`config.mk`:
```
export PLATFORM = sky130hd
export DESIGN_NAME = par2ser_feeder
export DESIGN_NICKNAME = d
export VERILOG_FILES = /design/src/rtl/seq_pkg.sv /design/src/rtl/par2ser_feeder.sv
export SDC_FILE = /design/constraint.sdc
export NUM_CORES = 1
export LEC_CHECK = 0
export BUFFER_PORTS_ARGS = -buffer_cell sky130_fd_sc_hd__buf_4
export CAP_MARGIN = 10
export CORE_MARGIN = 5
export CORE_UTILIZATION = 26
export CTS_CLUSTER_DIAMETER = 60
export DETAILED_ROUTE_END_ITERATION = 10
export PLACE_DENSITY_LB_ADDON = 0.08
export SYNTH_ARGS = -nofsm -noshare
export SYNTH_HDL_FRONTEND = slang
export SYNTH_SLANG_ARGS = --single-unit
export TNS_END_PERCENT = 5
```
`constraint.sdc`:
```
create_clock -name clk -period 1.76 [get_ports clk]
set_input_delay 0.352 -clock clk [delete_from_list [all_inputs] [get_ports clk]]
set_output_delay 0.352 -clock clk [all_outputs]
set_load 0.02 [all_outputs]
```
`src/rtl/seq_pkg.sv`:
```
// Shared definitions for the serial sequence-detector path.
// Contents:
//   ser_state_t    - shifter state of par2ser_feeder (idle / shifting)
//   SER_MSB_FIRST  - bit-order selector value: word MSB goes out first
//   SER_LSB_FIRST  - bit-order selector value: word LSB goes out first
package seq_pkg;

  typedef enum logic [0:0] {
    SER_IDLE  = 1'b0,
    SER_SHIFT = 1'b1
  } ser_state_t;

  localparam bit SER_MSB_FIRST = 1'b1;
  localparam bit SER_LSB_FIRST = 1'b0;

endpackage

```
`src/rtl/par2ser_feeder.sv`:
```
// Parallel-to-serial converter feeding the serial sequence detector.
// Words arrive over a valid/ready handshake into a hold register and are moved into a shift
// register as soon as it is idle or on its last bit, so consecutive words stream without gaps.
// Ports:
//   clk        - clock, rising edge
//   rst_n      - asynchronous active-low reset
//   din        - parallel word, captured when din_valid && din_ready
//   din_valid  - upstream word valid
//   din_ready  - hold register empty
//   ser_out    - serial bit, IDLE_BIT when ser_valid is low
//   ser_valid  - ser_out carries a payload bit
//   ser_last   - final bit of the current word
//   busy       - a word is held or being shifted
module par2ser_feeder
  import seq_pkg::*;
#(
  parameter int unsigned WIDTH     = 8,
  parameter bit          MSB_FIRST = SER_MSB_FIRST,
  parameter bit          IDLE_BIT  = 1'b0
) (
  input  logic             clk,
  input  logic             rst_n,
  input  logic [WIDTH-1:0] din,
  input  logic             din_valid,
  output logic             din_ready,
  output logic             ser_out,
  output logic             ser_valid,
  output logic             ser_last,
  output logic             busy
);

  if (WIDTH < 2) begin : g_width_check
    $error("par2ser_feeder: WIDTH must be at least 2");
  end

  // Guarded so the declarations below stay legal even when the check above fires.
  localparam int unsigned CntW   = (WIDTH < 2) ? 1 : $clog2(WIDTH);
  localparam int unsigned OutIdx = MSB_FIRST ? WIDTH - 1 : 0;
  localparam logic [CntW-1:0] CntLast = CntW'(WIDTH - 1);

  ser_state_t       state_q, state_d;
  logic [WIDTH-1:0] hold_q, hold_d;
  logic [WIDTH-1:0] sh_q, sh_d;
  logic             hold_full_q, hold_full_d;
  logic [CntW-1:0]  cnt_q, cnt_d;

  logic             accept;
  logic             reload;
  logic             on_last;
  logic [WIDTH-1:0] sh_next;

  assign on_last = (state_q == SER_SHIFT) && (cnt_q == CntLast);
  assign accept  = din_valid && !hold_full_q;
  // Idle shifter or last bit going out: the held word takes over with no bubble.
  assign reload  = hold_full_q && ((state_q == SER_IDLE) || (cnt_q == CntLast));
  // Move the next bit into the output position.
  assign sh_next = MSB_FIRST ? {sh_q[WIDTH-2:0], 1'b0} : {1'b0, sh_q[WIDTH-1:1]};

  // State register
  always_ff @(posedge clk or negedge rst_n) begin
    if (!rst_n) begin
      state_q     <= SER_IDLE;
      hold_q      <= '0;
      sh_q        <= '0;
      hold_full_q <= 1'b0;
      cnt_q       <= '0;
    end else begin
      state_q     <= state_d;
      hold_q      <= hold_d;
      sh_q        <= sh_d;
      hold_full_q <= hold_full_d;
      cnt_q       <= cnt_d;
    end
  end

  // Next-state logic
  always_comb begin
    state_d = state_q;
    if (reload) begin
      state_d = SER_SHIFT;
    end else if (on_last) begin
      state_d = SER_IDLE;
    end
  end

  // Hold register and shifter datapath
  always_comb begin
    hold_d      = hold_q;
    hold_full_d = hold_full_q;
    sh_d        = sh_q;
    cnt_d       = cnt_q;
    // accept and reload never coincide: one needs hold empty, the other hold full.
    if (accept) begin
      hold_d      = din;
      hold_full_d = 1'b1;
    end
    if (reload) begin
      sh_d        = hold_q;
      cnt_d       = '0;
      hold_full_d = 1'b0;
    end else if ((state_q == SER_SHIFT) && (cnt_q != CntLast)) begin
      sh_d  = sh_next;
      cnt_d = cnt_q + CntW'(1);
    end
  end

  // Outputs, decoded from registers only
  always_comb begin
    ser_valid = (state_q == SER_SHIFT);
    ser_out   = ser_valid ? sh_q[OutIdx] : IDLE_BIT;
    ser_last  = on_last;
    busy      = ser_valid || hold_full_q;
    din_ready = !hold_full_q;
  end

endmodule
```
Word-level counts from Yosys, hierarchy flattened
Index checks and enable logic that the tools add are counted.
{"block": "totals", "regBits": 21, "input_bits": 11, "word_cells": 28, "out_inout_bits": 5}
{"block": "classes", "bitwise_logic": 1, "n_reduce_logical": 10, "add_sub_neg": 1, "n_eq_ne": 2, "mux": 9}
{"operator": "two-way mux 8 bit", "n": 2}
{"operator": "two-way mux 3 bit", "n": 2}
{"operator": "nonzero test 2 bit", "n": 3}
{"operator": "two-way mux 1 bit", "n": 5}
{"operator": "logical AND 1 bit", "n": 4}
{"operator": "adder 3 x 1 -> 3 bit, second input constant", "n": 1}
{"operator": "equality test 3 bit, second input constant", "n": 1}
{"operator": "inequality test 3 bit, second input constant", "n": 1}
{"operator": "logical OR 1 bit", "n": 2}
{"operator": "logical NOT 1 bit", "n": 1}
{"operator": "NOT 1 bit", "n": 1}

Logic depth before layout (Yosys ltp)
{"block": "depth", "ltp_word": 4, "depth_mapped": 5, "mapped_depth_nobuf": 4}

Worst setup path before layout
Ideal clock, no wire load.
{"block": "synth_timing", "path_kind": "reg-to-reg", "from": "reg cnt_q[0]", "to": "reg sh_q[3]", "path_stages_with_launch": 6, "arrival_time_ns": 1.394, "synth_period_minus_slack_ns": 1.519, "required_ns": 1.635, "path_slack_ns": 0.241, "n_path_buf": 1, "setup_ns": 0.125, "cell_sequence": "dfrtp_1 > ha_1 > ha_1 > nand2b_1 > buf_2 > mux2_4"}
{"block": "synth_between", "elab_chain_cells": 4, "word_cells_on_any_way": 7, "classes_between": "eq/ne (2); mux (1); reduce/logical (4)"}
{"item": "start, declared", "line_no": "par2ser_feeder.sv:45", "text": "logic [CntW-1:0] cnt_q, cnt_d;"}
{"item": "start signal, assigned", "line_no": "par2ser_feeder.sv:72", "text": "cnt_q <= cnt_d;"}
{"item": "equality test 3 bit", "line_no": "par2ser_feeder.sv:55", "text": "assign reload = hold_full_q && ((state_q == SER_IDLE) || (cnt_q == CntLast));"}
{"item": "logical OR 1 bit", "line_no": "par2ser_feeder.sv:55"}
{"item": "logical AND 1 bit", "line_no": "par2ser_feeder.sv:55"}
{"item": "two-way mux 8 bit / nonzero test 2 bit (equally long branches)"}
{"item": "end signal, assigned", "line_no": "par2ser_feeder.sv:64", "text": "sh_q <= '0;"}
{"item": "end signal, assigned", "line_no": "par2ser_feeder.sv:70", "text": "sh_q <= sh_d;"}
{"item": "end, declared", "line_no": "par2ser_feeder.sv:43", "text": "logic [WIDTH-1:0] sh_q, sh_d;"}
Several ways; a longest one is shown, not always the timed one.
A chain may end at the register's enable or synchronous reset.

Worst setup path in the final report
{"block": "layout_timing", "from": "reg cnt_q[0]", "to": "out ser_last"}
{"block": "layout_between", "elab_chain_cells": 2}
{"item": "equality test 3 bit", "line_no": "par2ser_feeder.sv:52", "text": "assign on_last = (state_q == SER_SHIFT) && (cnt_q == CntLast);"}
{"item": "logical AND 1 bit", "line_no": "par2ser_feeder.sv:52"}
{"item": "end, declared", "line_no": "par2ser_feeder.sv:28", "text": "output logic ser_last,"}
No other way between the ends.

==> impl_results.md <==
* Die Height at 71.2 um
* Final Cycle Share at 0.952
* Worst-Skew Late Latency at 0.26 ns
* Clock Skew at 0.00316 ns
* Largest net degree at the start of global routing at 22
* Crit Path Max Fanout at 3
* Core ar. at 3630 um^2
* H-Tree Depth at 1
* PortBufs at 15
* Setup crit start kind: flop
* Initial drt markers at 4
* Post-synth net total at 79
* Nets@finish at 98
* Row count at 22
* Synth Cell Area at 975 um^2
* # DRC at 0
* Dominant synthesized flop cell: dfrtp_1
* Setup crit end kind: output port
* Final Slew Violations at 0
* Via density at 4.17
* Avg Cell Area, Syn at 14.8 um^2
* Overall power at 2.05 mW
* Ranking of synthesized cells by area: dfrtp_1 54%, mux2_2 21%, mux2_4 9.2%
* CTS Buf Count at 3
* Die X at 71.2 um
* # diodes at 0
* Drt first pass iters at 2
* Final TNS setup at 0 ns
* Leak Pwr at 0.548 nW
* Register area share after synthesis at 0.539
* Status: finished, final reports clean
* Setup WS pre-CTS at 0.208 ns
* Post-route ant nets at 0
* Post-synth cell types at 16
* Placer Congestion at 0.682
* Clk slew on worst S/H paths at 0.08 ns
* Avg WL per Cell at 12.9 um
* Leading area contributor after synthesis: dfrtp_1
* #FFs+latches synth at 21
* Worst path cell trace: ha_2 > ha_2 > and2_1 > buf_4
* Worst path top cell family by delay: flip-flops
* CTS max path bufs at 2
* Synth top cells by count: 21 x dfrtp_1, 18 x mux2_2, 6 x mux2_4
* Setup Fix Bufs, Post-CTS at 0
* Max Cap Viol at 0
* TritonCTS clock tree: yes
* Remaining global-route overflow at 0
* Initial core utilization at 0.268
* Initial antenna violation count at 0
* Max VDD drop at 0.000452 V
* Crit-path max cell delay at 0.40 ns
* Vias at 550
* Slew Limit Headroom at 0.773
* # IOs at 16
* Gr usage total at 0.0749
* CP Data Arrival Time at 1.32 ns
* Achievable Freq at 597 MHz
* Final Util at 0.330
* WP data required at 1.41 ns
* Post-Syn Instances at 66
* First-pass GRT wire length at 2900 um
* Most frequent cell on the critical path: ha_2
* Final min period at 1.67 ns
* CP Class: flop to output port
* Final Hold Vio Count at 0
* Vias in the first global route at 600
* R2r setup slk at 0.25 ns
* Die Area at 5070 um^2
* Hold Path Class: primary input to flop
* Most frequent cell after synthesis: dfrtp_1
* Ys Warns at 0
* Buf/Inv on CP at 1
* Final setup fails at 0
* Synth-to-Final Area Change at 23.1%
* Async set-reset flop share out of synthesis at 1.00
* Clock sinks at 21
* Worst slew pin tran at 0.341 ns
* RSZ-0062 raised after global routing: no
* CTS root buf: clkbuf_8
* Slowest cell on crit path: dfrtp_1
* Top-area cell type share of the netlist area at 0.539
* DRT Wirelength at 1710 um
* Post-route setup slack at 0.0851 ns
* Fraction of layout instances using a drive strength above 1 at 0.571
* Number of synthesized flops with an enable pin at 0
* PD cells at 1710 nW/um^2
==> report_power, final <==
| part | total, mW | switching (mW) | internal, mW |
|---|---|---|---|
| Clock | 0.315 | 0.154 | 0.161 |
| Combinational | 0.867 | 0.291 | 0.577 |
| Sequential | 0.871 | 0.168 | 0.703 |
| Total | 2.05 | 0.612 | 1.44 |
==> metrics by stage <==
| stage | cells | hold slack [ns] | area, um^2 |
|---|---|---|---|
| after global placement | 127 | 0.257 | 1140 |
| after CTS | 132 | 0.312 | 1190 |
| final | 132 | 0.321 | 1200 |
| after floorplan | 66 | 0.0564 | 975 |
| after detailed placement | 127 | 0.262 | 1140 |
| after global routing | 132 | 0.316 | 1200 |
==> sequential cells by signal (all words and copies together), names as in the netlist <==
signal and cells:
ser_valid 1, cnt_q 3, hold_full_q 1, sh_q 8
hold_q 8
==> layer usage <==
| layer | global-route usage | wire length (um) |
|---|---|---|
| met3 | 0.0182 | 71 |
| met5 | 0 | 0 |
| met2 | 0.117 | 809 |
| met1 | 0.0931 | 800 |
| met4 | 0.0438 | 24 |
==> cell families after synthesis <==
group | after synthesis | synth area share
compound gates | 1 | 0.00771
fa+ha+maj | 2 | 0.0257
flops | 21 | 0.539
simple gates | 11 | 0.0655
mux | 26 | 0.321
buf+inv | 5 | 0.0411
==> worst paths after layout <==
kind / start / to / cells after the start
max reg2reg: cnt_q[0]$_DFFE_PN0P_ / sh_q[5]$_DFFE_PN0P_ / 5
min: din[1] / hold_q[1]$_DFFE_PN0P_ / 2
min in group asynchronous: rst_n / hold_q[0]$_DFFE_PN0P_ / 2
min reg2reg: cnt_q[0]$_DFFE_PN0P_ / cnt_q[0]$_DFFE_PN0P_ / 1
max in group asynchronous: rst_n / hold_full_q$_DFFE_PN0P_ / 2
max: cnt_q[0]$_DFFE_PN0P_ / ser_last / 4
==> worst reg2reg max path: stages (launching register included) <==
cell	delay (ns)
dfrtp_1	0.40
ha_2	0.19
ha_2	0.17
nand2b_1	0.17
buf_12	0.16
mux2_4	0.29
==> layout by cell type, fill, tap and decap left out, drive strengths merged <==
master       instances
nor2b                4
dfrtp               21
inv                  1
buf                 17
dlygate4sd3          1
nor2                 1
mux2i                2
nand2b               2
or2                  1
mux2                24
and2                 2
ha                   2
nand2                1
a21o                 1
clkbuf               4
==> repair_timing <==
item                                    CTS  global route
hold buffers                              1             0
gates resized for setup                   1             2
endpoints found under the hold margin    21             0
endpoints found under the setup margin    1             1
==> area by class of cell <==
cell class	count	area, um^2
fill	388	2430
sequential	21	527
multi-input combinational	40	414
timing repair buffer	18	150
tap	48	60.1
clock buffer	4	45.0
inverter	1	3.75
No activity file was read; power rests on OpenSTA's default activity.
